### src/rtl/uart_pkg.sv
// Shared types and helpers for the oversampling UART receiver.
package uart_pkg;

    localparam int PAR_NONE = 0;
    localparam int PAR_EVEN = 1;
    localparam int PAR_ODD  = 2;

    typedef enum logic [2:0] {
        WAIT_IDLE,
        IDLE,
        START,
        DATA,
        PAR,
        STOP
    } rx_state_e;

    function automatic int clog2(input int value);
        int r;
        r = 0;
        while ((1 << r) < value) r = r + 1;
        return (r < 1) ? 1 : r;
    endfunction

endpackage

### src/rtl/uart_rx_fifo.sv
// Small synchronous FIFO with first-word-fall-through output; head reads 0 when empty.
module uart_rx_fifo
    import uart_pkg::*;
#(
    parameter int WIDTH = 8,
    parameter int DEPTH = 4
) (
    input  logic             clk,
    input  logic             rst_n,
    input  logic             push,
    input  logic [WIDTH-1:0] push_data,
    input  logic             pop,
    output logic [WIDTH-1:0] pop_data,
    output logic             full,
    output logic             empty
);

    localparam int AW = clog2(DEPTH);

    logic [WIDTH-1:0] mem_q [DEPTH];
    logic [AW:0]      wr_q, wr_d;
    logic [AW:0]      rd_q, rd_d;
    logic             do_push;
    logic             do_pop;

    assign empty   = (wr_q == rd_q);
    assign full    = (wr_q[AW] != rd_q[AW]) && (wr_q[AW-1:0] == rd_q[AW-1:0]);
    // A pop in the same cycle frees the slot a push into a full FIFO needs.
    assign do_pop  = pop && !empty;
    assign do_push = push && (!full || do_pop);
    assign pop_data = empty ? '0 : mem_q[rd_q[AW-1:0]];

    always_comb begin
        wr_d = wr_q;
        rd_d = rd_q;
        if (do_push) wr_d = wr_q + 1'b1;
        if (do_pop)  rd_d = rd_q + 1'b1;
    end

    always_ff @(posedge clk or negedge rst_n) begin
        if (!rst_n) begin
            wr_q <= '0;
            rd_q <= '0;
        end else begin
            wr_q <= wr_d;
            rd_q <= rd_d;
        end
    end

    always_ff @(posedge clk) begin
        if (do_push) mem_q[wr_q[AW-1:0]] <= push_data;
    end

endmodule

### src/rtl/uart_rx_os.sv
// Oversampling UART receiver with 2-of-3 majority voting and valid/ready output.
// UART_RX_FIFO_EN selects a FIFO_DEPTH-entry FIFO instead of a single holding register.
//
// state     | meaning
// WAIT_IDLE | line must stay high OVERSAMPLE cycles before frames are accepted
// IDLE      | waiting for a falling edge
// START     | validating the start bit
// DATA      | shifting in data bits, LSB first
// PAR       | checking the parity bit
// STOP      | checking stop bits
module uart_rx_os
    import uart_pkg::*;
#(
    parameter int WIDTH      = 8,
    parameter int OVERSAMPLE = 16,
    parameter int PARITY     = 1,
    parameter int STOP_BITS  = 2,
    parameter int FIFO_DEPTH = 4
) (
    input  logic             rx_clk,
    input  logic             rx_rst_n,
    input  logic             rx_data,
    output logic [WIDTH-1:0] rx_data_out,
    output logic             rx_valid,
    input  logic             rx_ready,
    output logic             parity_err,
    output logic             frame_err,
    output logic             overrun
);

    localparam int CW = clog2(OVERSAMPLE);
    localparam int BW = clog2(WIDTH + 1);
    localparam logic [CW-1:0] CNT_LAST = CW'(OVERSAMPLE - 1);
    localparam logic [CW-1:0] SAMP_A   = CW'(OVERSAMPLE / 2 - 2);
    localparam logic [CW-1:0] SAMP_B   = CW'(OVERSAMPLE / 2 - 1);
    localparam logic [CW-1:0] SAMP_C   = CW'(OVERSAMPLE / 2);
    localparam logic [BW-1:0] DATA_LAST = BW'(WIDTH - 1);
    localparam logic [BW-1:0] STOP_LAST = BW'(STOP_BITS - 1);

    rx_state_e        state_q, state_d;
    logic             sync1_q, sync2_q, line_prev_q;
    logic [CW-1:0]    cnt_q, cnt_d;
    logic [BW-1:0]    bit_cnt_q, bit_cnt_d;
    logic [1:0]       samp_q, samp_d;
    logic [WIDTH-1:0] data_q, data_d;
    logic             par_bad_q, par_bad_d;
    logic             done_q, done_d;
    logic             ferr_q, ferr_d;
    logic             parity_err_q, frame_err_q, overrun_q;
    logic             maj;
    logic             exp_par;
    logic             good_frame;

    assign maj     = (samp_q[0] & samp_q[1]) | (samp_q[0] & sync2_q) | (samp_q[1] & sync2_q);
    assign exp_par = (PARITY == PAR_ODD) ? ~(^data_q) : ^data_q;

    always_ff @(posedge rx_clk or negedge rx_rst_n) begin
        if (!rx_rst_n) begin
            sync1_q     <= 1'b1;
            sync2_q     <= 1'b1;
            line_prev_q <= 1'b1;
        end else begin
            sync1_q     <= rx_data;
            sync2_q     <= sync1_q;
            line_prev_q <= sync2_q;
        end
    end

    always_comb begin
        state_d   = state_q;
        cnt_d     = (cnt_q == CNT_LAST) ? '0 : cnt_q + CW'(1);
        bit_cnt_d = bit_cnt_q;
        samp_d    = samp_q;
        data_d    = data_q;
        par_bad_d = par_bad_q;
        done_d    = 1'b0;
        ferr_d    = 1'b0;
        if (cnt_q == SAMP_A) samp_d[0] = sync2_q;
        if (cnt_q == SAMP_B) samp_d[1] = sync2_q;
        case (state_q)
            WAIT_IDLE: begin
                if (!sync2_q) begin
                    cnt_d = '0;
                end else if (cnt_q == CNT_LAST) begin
                    cnt_d   = '0;
                    state_d = IDLE;
                end
            end
            IDLE: begin
                cnt_d = '0;
                if (line_prev_q && !sync2_q) begin
                    state_d   = START;
                    bit_cnt_d = '0;
                    par_bad_d = 1'b0;
                end
            end
            START: begin
                if (cnt_q == SAMP_C) state_d = maj ? IDLE : DATA;
            end
            DATA: begin
                if (cnt_q == SAMP_C) begin
                    data_d = {maj, data_q[WIDTH-1:1]};
                    if (bit_cnt_q == DATA_LAST) begin
                        bit_cnt_d = '0;
                        state_d   = (PARITY != PAR_NONE) ? PAR : STOP;
                    end else begin
                        bit_cnt_d = bit_cnt_q + BW'(1);
                    end
                end
            end
            PAR: begin
                if (cnt_q == SAMP_C) begin
                    par_bad_d = (maj != exp_par);
                    state_d   = STOP;
                end
            end
            STOP: begin
                if (cnt_q == SAMP_C) begin
                    // A low stop bit (including a break) discards the frame and
                    // waits for a clean idle line before hunting for a start.
                    if (!maj) begin
                        ferr_d  = 1'b1;
                        cnt_d   = '0;
                        state_d = WAIT_IDLE;
                    end else if (bit_cnt_q == STOP_LAST) begin
                        done_d  = 1'b1;
                        state_d = IDLE;
                    end else begin
                        bit_cnt_d = bit_cnt_q + BW'(1);
                    end
                end
            end
            default: state_d = WAIT_IDLE;
        endcase
    end

    always_ff @(posedge rx_clk or negedge rx_rst_n) begin
        if (!rx_rst_n) begin
            state_q      <= WAIT_IDLE;
            cnt_q        <= '0;
            bit_cnt_q    <= '0;
            samp_q       <= '0;
            data_q       <= '0;
            par_bad_q    <= 1'b0;
            done_q       <= 1'b0;
            ferr_q       <= 1'b0;
            parity_err_q <= 1'b0;
            frame_err_q  <= 1'b0;
        end else begin
            state_q      <= state_d;
            cnt_q        <= cnt_d;
            bit_cnt_q    <= bit_cnt_d;
            samp_q       <= samp_d;
            data_q       <= data_d;
            par_bad_q    <= par_bad_d;
            done_q       <= done_d;
            ferr_q       <= ferr_d;
            parity_err_q <= done_q & par_bad_q;
            frame_err_q  <= ferr_q;
        end
    end

    assign good_frame = done_q & ~par_bad_q;
    assign parity_err = parity_err_q;
    assign frame_err  = frame_err_q;
    assign overrun    = overrun_q;

`ifdef UART_RX_FIFO_EN
    logic fifo_full, fifo_empty, fifo_pop, push_q;

    assign fifo_pop = rx_valid & rx_ready;
    assign rx_valid = ~fifo_empty;

    // The room check is made one cycle ahead of the push; nothing else can
    // fill the FIFO in between, so the decision still holds at the write.
    always_ff @(posedge rx_clk or negedge rx_rst_n) begin
        if (!rx_rst_n) begin
            push_q    <= 1'b0;
            overrun_q <= 1'b0;
        end else begin
            push_q    <= good_frame & ~(fifo_full & ~fifo_pop);
            overrun_q <= good_frame & fifo_full & ~fifo_pop;
        end
    end

    uart_rx_fifo #(
        .WIDTH (WIDTH),
        .DEPTH (FIFO_DEPTH)
    ) u_fifo (
        .clk       (rx_clk),
        .rst_n     (rx_rst_n),
        .push      (push_q),
        .push_data (data_q),
        .pop       (fifo_pop),
        .pop_data  (rx_data_out),
        .full      (fifo_full),
        .empty     (fifo_empty)
    );
`else
    logic [WIDTH-1:0] hold_q, hold_d;
    logic             valid_q, valid_d;
    logic             overrun_d;

    always_comb begin
        hold_d    = hold_q;
        valid_d   = valid_q & ~rx_ready;
        overrun_d = 1'b0;
        if (good_frame) begin
            if (valid_q && !rx_ready) begin
                overrun_d = 1'b1;
            end else begin
                hold_d  = data_q;
                valid_d = 1'b1;
            end
        end
    end

    always_ff @(posedge rx_clk or negedge rx_rst_n) begin
        if (!rx_rst_n) begin
            hold_q    <= '0;
            valid_q   <= 1'b0;
            overrun_q <= 1'b0;
        end else begin
            hold_q    <= hold_d;
            valid_q   <= valid_d;
            overrun_q <= overrun_d;
        end
    end

    assign rx_data_out = hold_q;
    assign rx_valid    = valid_q;
`endif

endmodule

### config.mk
export PLATFORM = sky130hd
export DESIGN_NAME = uart_rx_os
export DESIGN_NICKNAME = d
export VERILOG_FILES = /design/src/rtl/uart_pkg.sv /design/src/rtl/uart_rx_fifo.sv /design/src/rtl/uart_rx_os.sv
export SDC_FILE = /design/constraint.sdc
export NUM_CORES = 1
export LEC_CHECK = 0
export ABC_AREA = 1
export ABC_CLOCK_PERIOD_IN_PS = 1400
export BUFFER_PORTS_ARGS = -buffer_cell sky130_fd_sc_hd__buf_2
export CELL_PAD_IN_SITES_DETAIL_PLACEMENT = 1
export CELL_PAD_IN_SITES_GLOBAL_PLACEMENT = 2
export CORE_ASPECT_RATIO = 0.5
export CORE_MARGIN = 5
export CORE_UTILIZATION = 32
export DETAILED_ROUTE_END_ITERATION = 12
export HOLD_SLACK_MARGIN = 0.12
export PLACE_DENSITY_LB_ADDON = 0.05
export SLEW_MARGIN = 10
export SYNTH_ARGS = -nofsm -noshare
export SYNTH_HDL_FRONTEND = slang
export SYNTH_SLANG_ARGS = --single-unit
### constraint.sdc
create_clock -name rx_clk -period 1.4 [get_ports rx_clk]
set_input_delay 0.07 -clock rx_clk [delete_from_list [all_inputs] [get_ports rx_clk]]
set_output_delay 0.07 -clock rx_clk [all_outputs]
set_load 0.005 [all_outputs]
* After elaboration in Yosys (flattened, before gate mapping)
Cells that the tools add are included.
** Cells by class
- Add/subtract/negate cells :: 2
- Equal/unequal tests :: 23
- Multiplexer cells :: 39
- Bitwise logic cells :: 11
- Reductions and logical operators :: 13
** Operator list (count)
- $mux 4 :: 11
- $mux 3 :: 10
- $pmux 4 s3 :: 2
- $ne 2x2->1 const B :: 10
- $pmux 3 s6 :: 1
- $mux 1 :: 13
- $eq 4x3->1 const B :: 3
- $reduce_and 9->1 :: 1
- $add 4x1->4 const B :: 2
- $eq 4x4->1 const B :: 2
- $reduce_xor 8->1 :: 1
- $and 1x1->1 :: 6
- $eq 3x2->1 const B :: 2
- $eq 3x3->1 const B :: 2
- $reduce_and 6->1 :: 1
- $eq 4x1->1 const B :: 1
- $reduce_and 2->1 :: 2
- $eq 3x1->1 const B :: 1
- $logic_not 3->1 :: 1
- $ne 3x3->1 const B :: 1
- $not 1->1 :: 3
- $reduce_and 3->1 :: 1
- $reduce_bool 3->1 :: 1
- $logic_and 1x1->1 :: 2
- 6 further kinds :: 8
** Word-level totals
- Bits in registers :: 39
- Input bits :: 4
- Output and inout port bits :: 12
- Logic and storage cells :: 105

* Longest topological paths before layout
- Depth in word-level cells :: 6
- Gate-level depth with buffers :: 11
- Mapped depth without buffers :: 11

* Least setup slack after synthesis
Ideal clock, no wire load.
- Path type :: reg2reg
- Start :: register cnt_q[0]
- End :: register state_q[2]
- Setup time :: 0.117 ns
- Arrival :: 1.229 ns
- Required time :: 1.283 ns
- Setup slack :: 0.054 ns
- Cell stages (with the launch flop) :: 9
- Buffers on the path :: 0
- Period minus slack after synthesis :: 1.346 ns
- Path through :: dfrtp_1 -> inv_1 -> ha_1 -> nand3_1 -> nand2_1 -> nand3_2 -> nand3b_4 -> nand2_1 -> nand2_1
** Between the ends
- Word-level cells in the longest chain between the ends :: 3
- Elaborated cells on any way between the ends :: 8
- Those cells by class :: eq/ne: 7; reduce/logical: 1
** RTL lines
- start, declared :: line uart_rx_os.sv:42 : logic [CW-1:0] cnt_q, cnt_d;
- start signal, assigned :: line uart_rx_os.sv:151 : cnt_q <= cnt_d;
- $eq 4x4->1, on equally long branches
- $ne 2x2->1 (no source line)
- $reduce_and 9->1 (no source line) *
- end signal, assigned :: line uart_rx_os.sv:150 : state_q <= state_d;
- end, declared :: line uart_rx_os.sv:40 : rx_state_e state_q, state_d;
Mark *: on every way between the ends. The rest lies on a longest branch, timed or not.
A chain may end at the register's enable or synchronous reset.

* Worst setup path in the final report
- Start :: register cnt_q[1]
- End :: register cnt_q[0]
** Between the ends
- Word-level cells in the longest chain between the ends :: 5
- Elaborated cells on any way between the ends :: 8
- Those cells by class :: eq/ne: 2; mux: 6
** RTL lines
- $eq 4x4->1 :: line uart_rx_os.sv:71, uart_rx_os.sv:84
- $mux 4 :: line uart_rx_os.sv:71 : cnt_d = (cnt_q == CNT_LAST) ? '0 : cnt_q + CW'(1);
- $mux 4, on equally long branches :: line uart_rx_os.sv:121, uart_rx_os.sv:84
- $mux 4, on equally long branches :: line uart_rx_os.sv:118, uart_rx_os.sv:82
- $pmux 4 s3 * :: line uart_rx_os.sv:80 : case (state_q)
- net cnt_d[0] :: line uart_rx_os.sv:42
The timed path passes the listed nets; every way through them passes the cells marked *.

==> flow_metrics.tcl <==
set metrics [dict create \
    status "complete, but fails checks" \
    violations "setup timing" \
    hold_path.class "flop to flop" \
    rsz0062_at_grt "yes" \
    diodes 0 \
    final_cell_mix "64 x nand2_1, 34 x dfrtp_1, 21 x inv_1" \
    final_util 0.429 \
    antenna_found_initial 0 \
    wirelength_um 4800 \
    synthToLayoutAreaGrowth_pct 29.9 \
    r2r_setup_slack_ps -40 \
    final-seq-area_um2 982 \
    slew_headroom 0.651 \
    wl_per_cell_um 13.0 \
    ff2ff_path_depth 7 \
    fillerInstances 733 \
    viasPerCell 4.43 \
    synth.ff_latch_count 39 \
    holdWs_ps 354 \
    ys_seq_area_frac 0.488 \
    ys_types 31 \
    clockPowerShare 0.308 \
    min_to "frame_err" \
    multi_input_area_um2 960 \
    synth_compound_area_frac 0.101 \
    vdd_drop_max_mv 0.853 \
    yosys.area_share.adder 0.0312 \
    stdcell_count 370 \
    critPathRequiredTime_ps 1560 \
    skew_ps 2.40 \
    coreArea_um2 6080 \
    clk_pin_slew_ps 60 \
    dp_cells 353 \
    dr.pass1.iters 4 \
    cts.path.max_buffers 2 \
    drcViolationCount 0 \
    r2r-end "cnt_q[0]" \
    gr-total-overflow 0 \
    cts_sinks 39 \
    switchingPower_uw 1730 \
    synth_xor_xnor_area_share 0.0131 \
    cts.htree.levels 2 \
    die_x_um 122 \
    row_count 20 \
    synth_warnings 0 \
    seqPwrFrac 0.296 \
    grt_pass1_vias 1752 \
    p_comb_frac 0.396 \
    total_leakage_power_uw 0.00128 \
    syn_nets 250 \
    synthMuxAreaShare 0 \
    num-nets-final 290 \
    gr-usage-all-layers 0.137 \
    avgSynthCellArea_um2 8.33 \
    r2r_start "cnt_q[1]" \
    power.density_nw_per_um2 1860 \
    fin_crit_sh 1.03 \
    synth_top_family_by_area "simple AND/OR/NAND/NOR gates" \
    hold_depth 0 \
    ios 16 \
    fin_crit_ps 1440 \
    grt_max_degree 40 \
    finalWeightedCongestion 0.781 \
    initial_core_util 0.330 \
    arrival_ps 1600 \
    die_y_um 66 \
    worstMarginPinSlew_ps 524 \
    synth-simple-area-share 0.297 \
    p_sw_frac 0.357 \
    die_area_um2 8050 \
    cts_tree "done" \
    numCtsBuffers 5 \
    syn-cell-area_um2 2010 \
    drive_gt1_frac 0.316 \
    insertion_delay_ps 290 \
    io_buffers 15 \
    hold_viol 0 \
    grt_pass1_wl_um 8450 \
    drt_iter0_markers 86 \
    cp-end-kind "flop" \
    finalSetupViolCount 4 \
    vias 1639 \
    clock.fmax_mhz 697 \
    syn-instance-count 241 \
    layout_commonest_cell "nand2_1" \
    path_class "flop to flop" \
    maxCapViolations 0 \
    p_int_uw 3120 \
    finalMaxSlewViolations 0 \
    setup_ws_ps -35.4 \
    postRouteAntennaNets 0 \
    path_max_fanout 3 \
    root_buffer "clkbuf_16" \
    hpwl_um 3470 \
    start_kind "flop" \
    min_from "ferr_q" \
]
how the worst max path moves through the flow:
stage | from | endpoint | slack, ps | cells after the start
after CTS | cnt_q[1] | cnt_q[0] | -50 | 7
final | cnt_q[1] | cnt_q[0] | -40 | 7
after global placement | state_q[1] | cnt_q[0] | -40 | 9
after detailed placement | cnt_q[1] | cnt_q[0] | -90 | 7
after global routing | cnt_q[1] | cnt_q[0] | -140 | 7
after floorplan | cnt_q[0] | state_q[2] | 50 | 8
cells in the mapped netlist (all sizes together):
cell / n / area, um^2
nand4: 3 / 18.8
dfrtp: 36 / 901
ha: 5 / 62.6
nand2: 80 / 353
a21oi: 6 / 41.3
nor3: 4 / 20.0
a31oi: 1 / 6.26
xnor2: 2 / 17.5
inv: 33 / 124
xor2: 1 / 8.76
nor2: 18 / 83.8
buf: 1 / 7.51
clkinv: 1 / 3.75
nand3b: 2 / 27.5
dfstp: 3 / 78.8
nor2b: 1 / 8.76
a21boi: 1 / 7.51
a211oi: 1 / 12.5
nand3: 15 / 85.1
o22ai: 1 / 6.26
clkbuf: 1 / 3.75
o21ai: 25 / 129
state kept, by name, summed over array words and instances (netlist names):
signal       count
data_q           8
rx_data_out      8
bit_cnt_q        4
cnt_q            4
state_q          3
samp_q           2
done_q           1
ferr_q           1
frame_err        1
line_prev_q      1
overrun          1
par_bad_q        1
parity_err       1
rx_valid         1
sync1_q          1
sync2_q          1
power by group through the flow:
stage	Sequential, uW	Combinational (uW)	Clock [uW]
finish	1440	1920	1490
global placement	1440	1540	0
detailed placement	1440	1560	0
floorplan	1410	1140	0
global route	1470	2130	1600
CTS	1440	1700	1550
critical path, stage by stage, from the launching register on:
cell and delay, ps:
dfrtp_1 420, inv_2 90, ha_4 140, nand2_2 60, nor2_4 150, a21oi_4 80, a211oi_4 260, nor2_1 100
what timing repair did:
item,in CTS,in global routing
setup buffers,2,4
resized for setup,10,17
pin swaps,3,12
hold buffers,3,0
hold endpoints to repair,39,0
endpoints found under the setup margin,19,21
layer usage:
layer  part of all wire  vias to the layer above  GRT usage
li1                   -                      844          -
met5                  0                        -          0
met2               0.44                       21      0.222
met3              0.036                        7     0.0436
met1               0.51                      767      0.176
met4              0.011                        0     0.0377
final cells by class:
cell class / count / area share
clock inverters: 2 / 0.0230
flip-flops and latches: 39 / 0.377
repair buffers: 35 / 0.0907
clock buffers: 6 / 0.0494
multi-input cells: 166 / 0.368
inverters: 34 / 0.0499
well taps: 88 / 0.0422
per-stage QoR:
stage	cell area, um^2	setup slack, ps	setup TNS [ps]	total power, uW
after floorplan	2010	54.0	0	2550
after global placement	2260	-36.0	-89.3	2980
after detailed placement	2260	-86.3	-387	3010
after CTS	2530	-46.6	-353	4690
after global routing	2610	-136	-1770	5190
final	2610	-35.4	-101	4850
cells by family (layout without fill, tap and decap cells):
| logic type | count (synthesis) | count (layout) |
|---|---|---|
| flops | 39 | 39 |
| simple gates | 123 | 123 |
| buf+inv | 36 | 77 |
| fa+ha+maj | 5 | 5 |
| compound gates | 35 | 35 |
| xor+xnor | 3 | 3 |
Note: power is estimated with default switching activity, not from simulation.
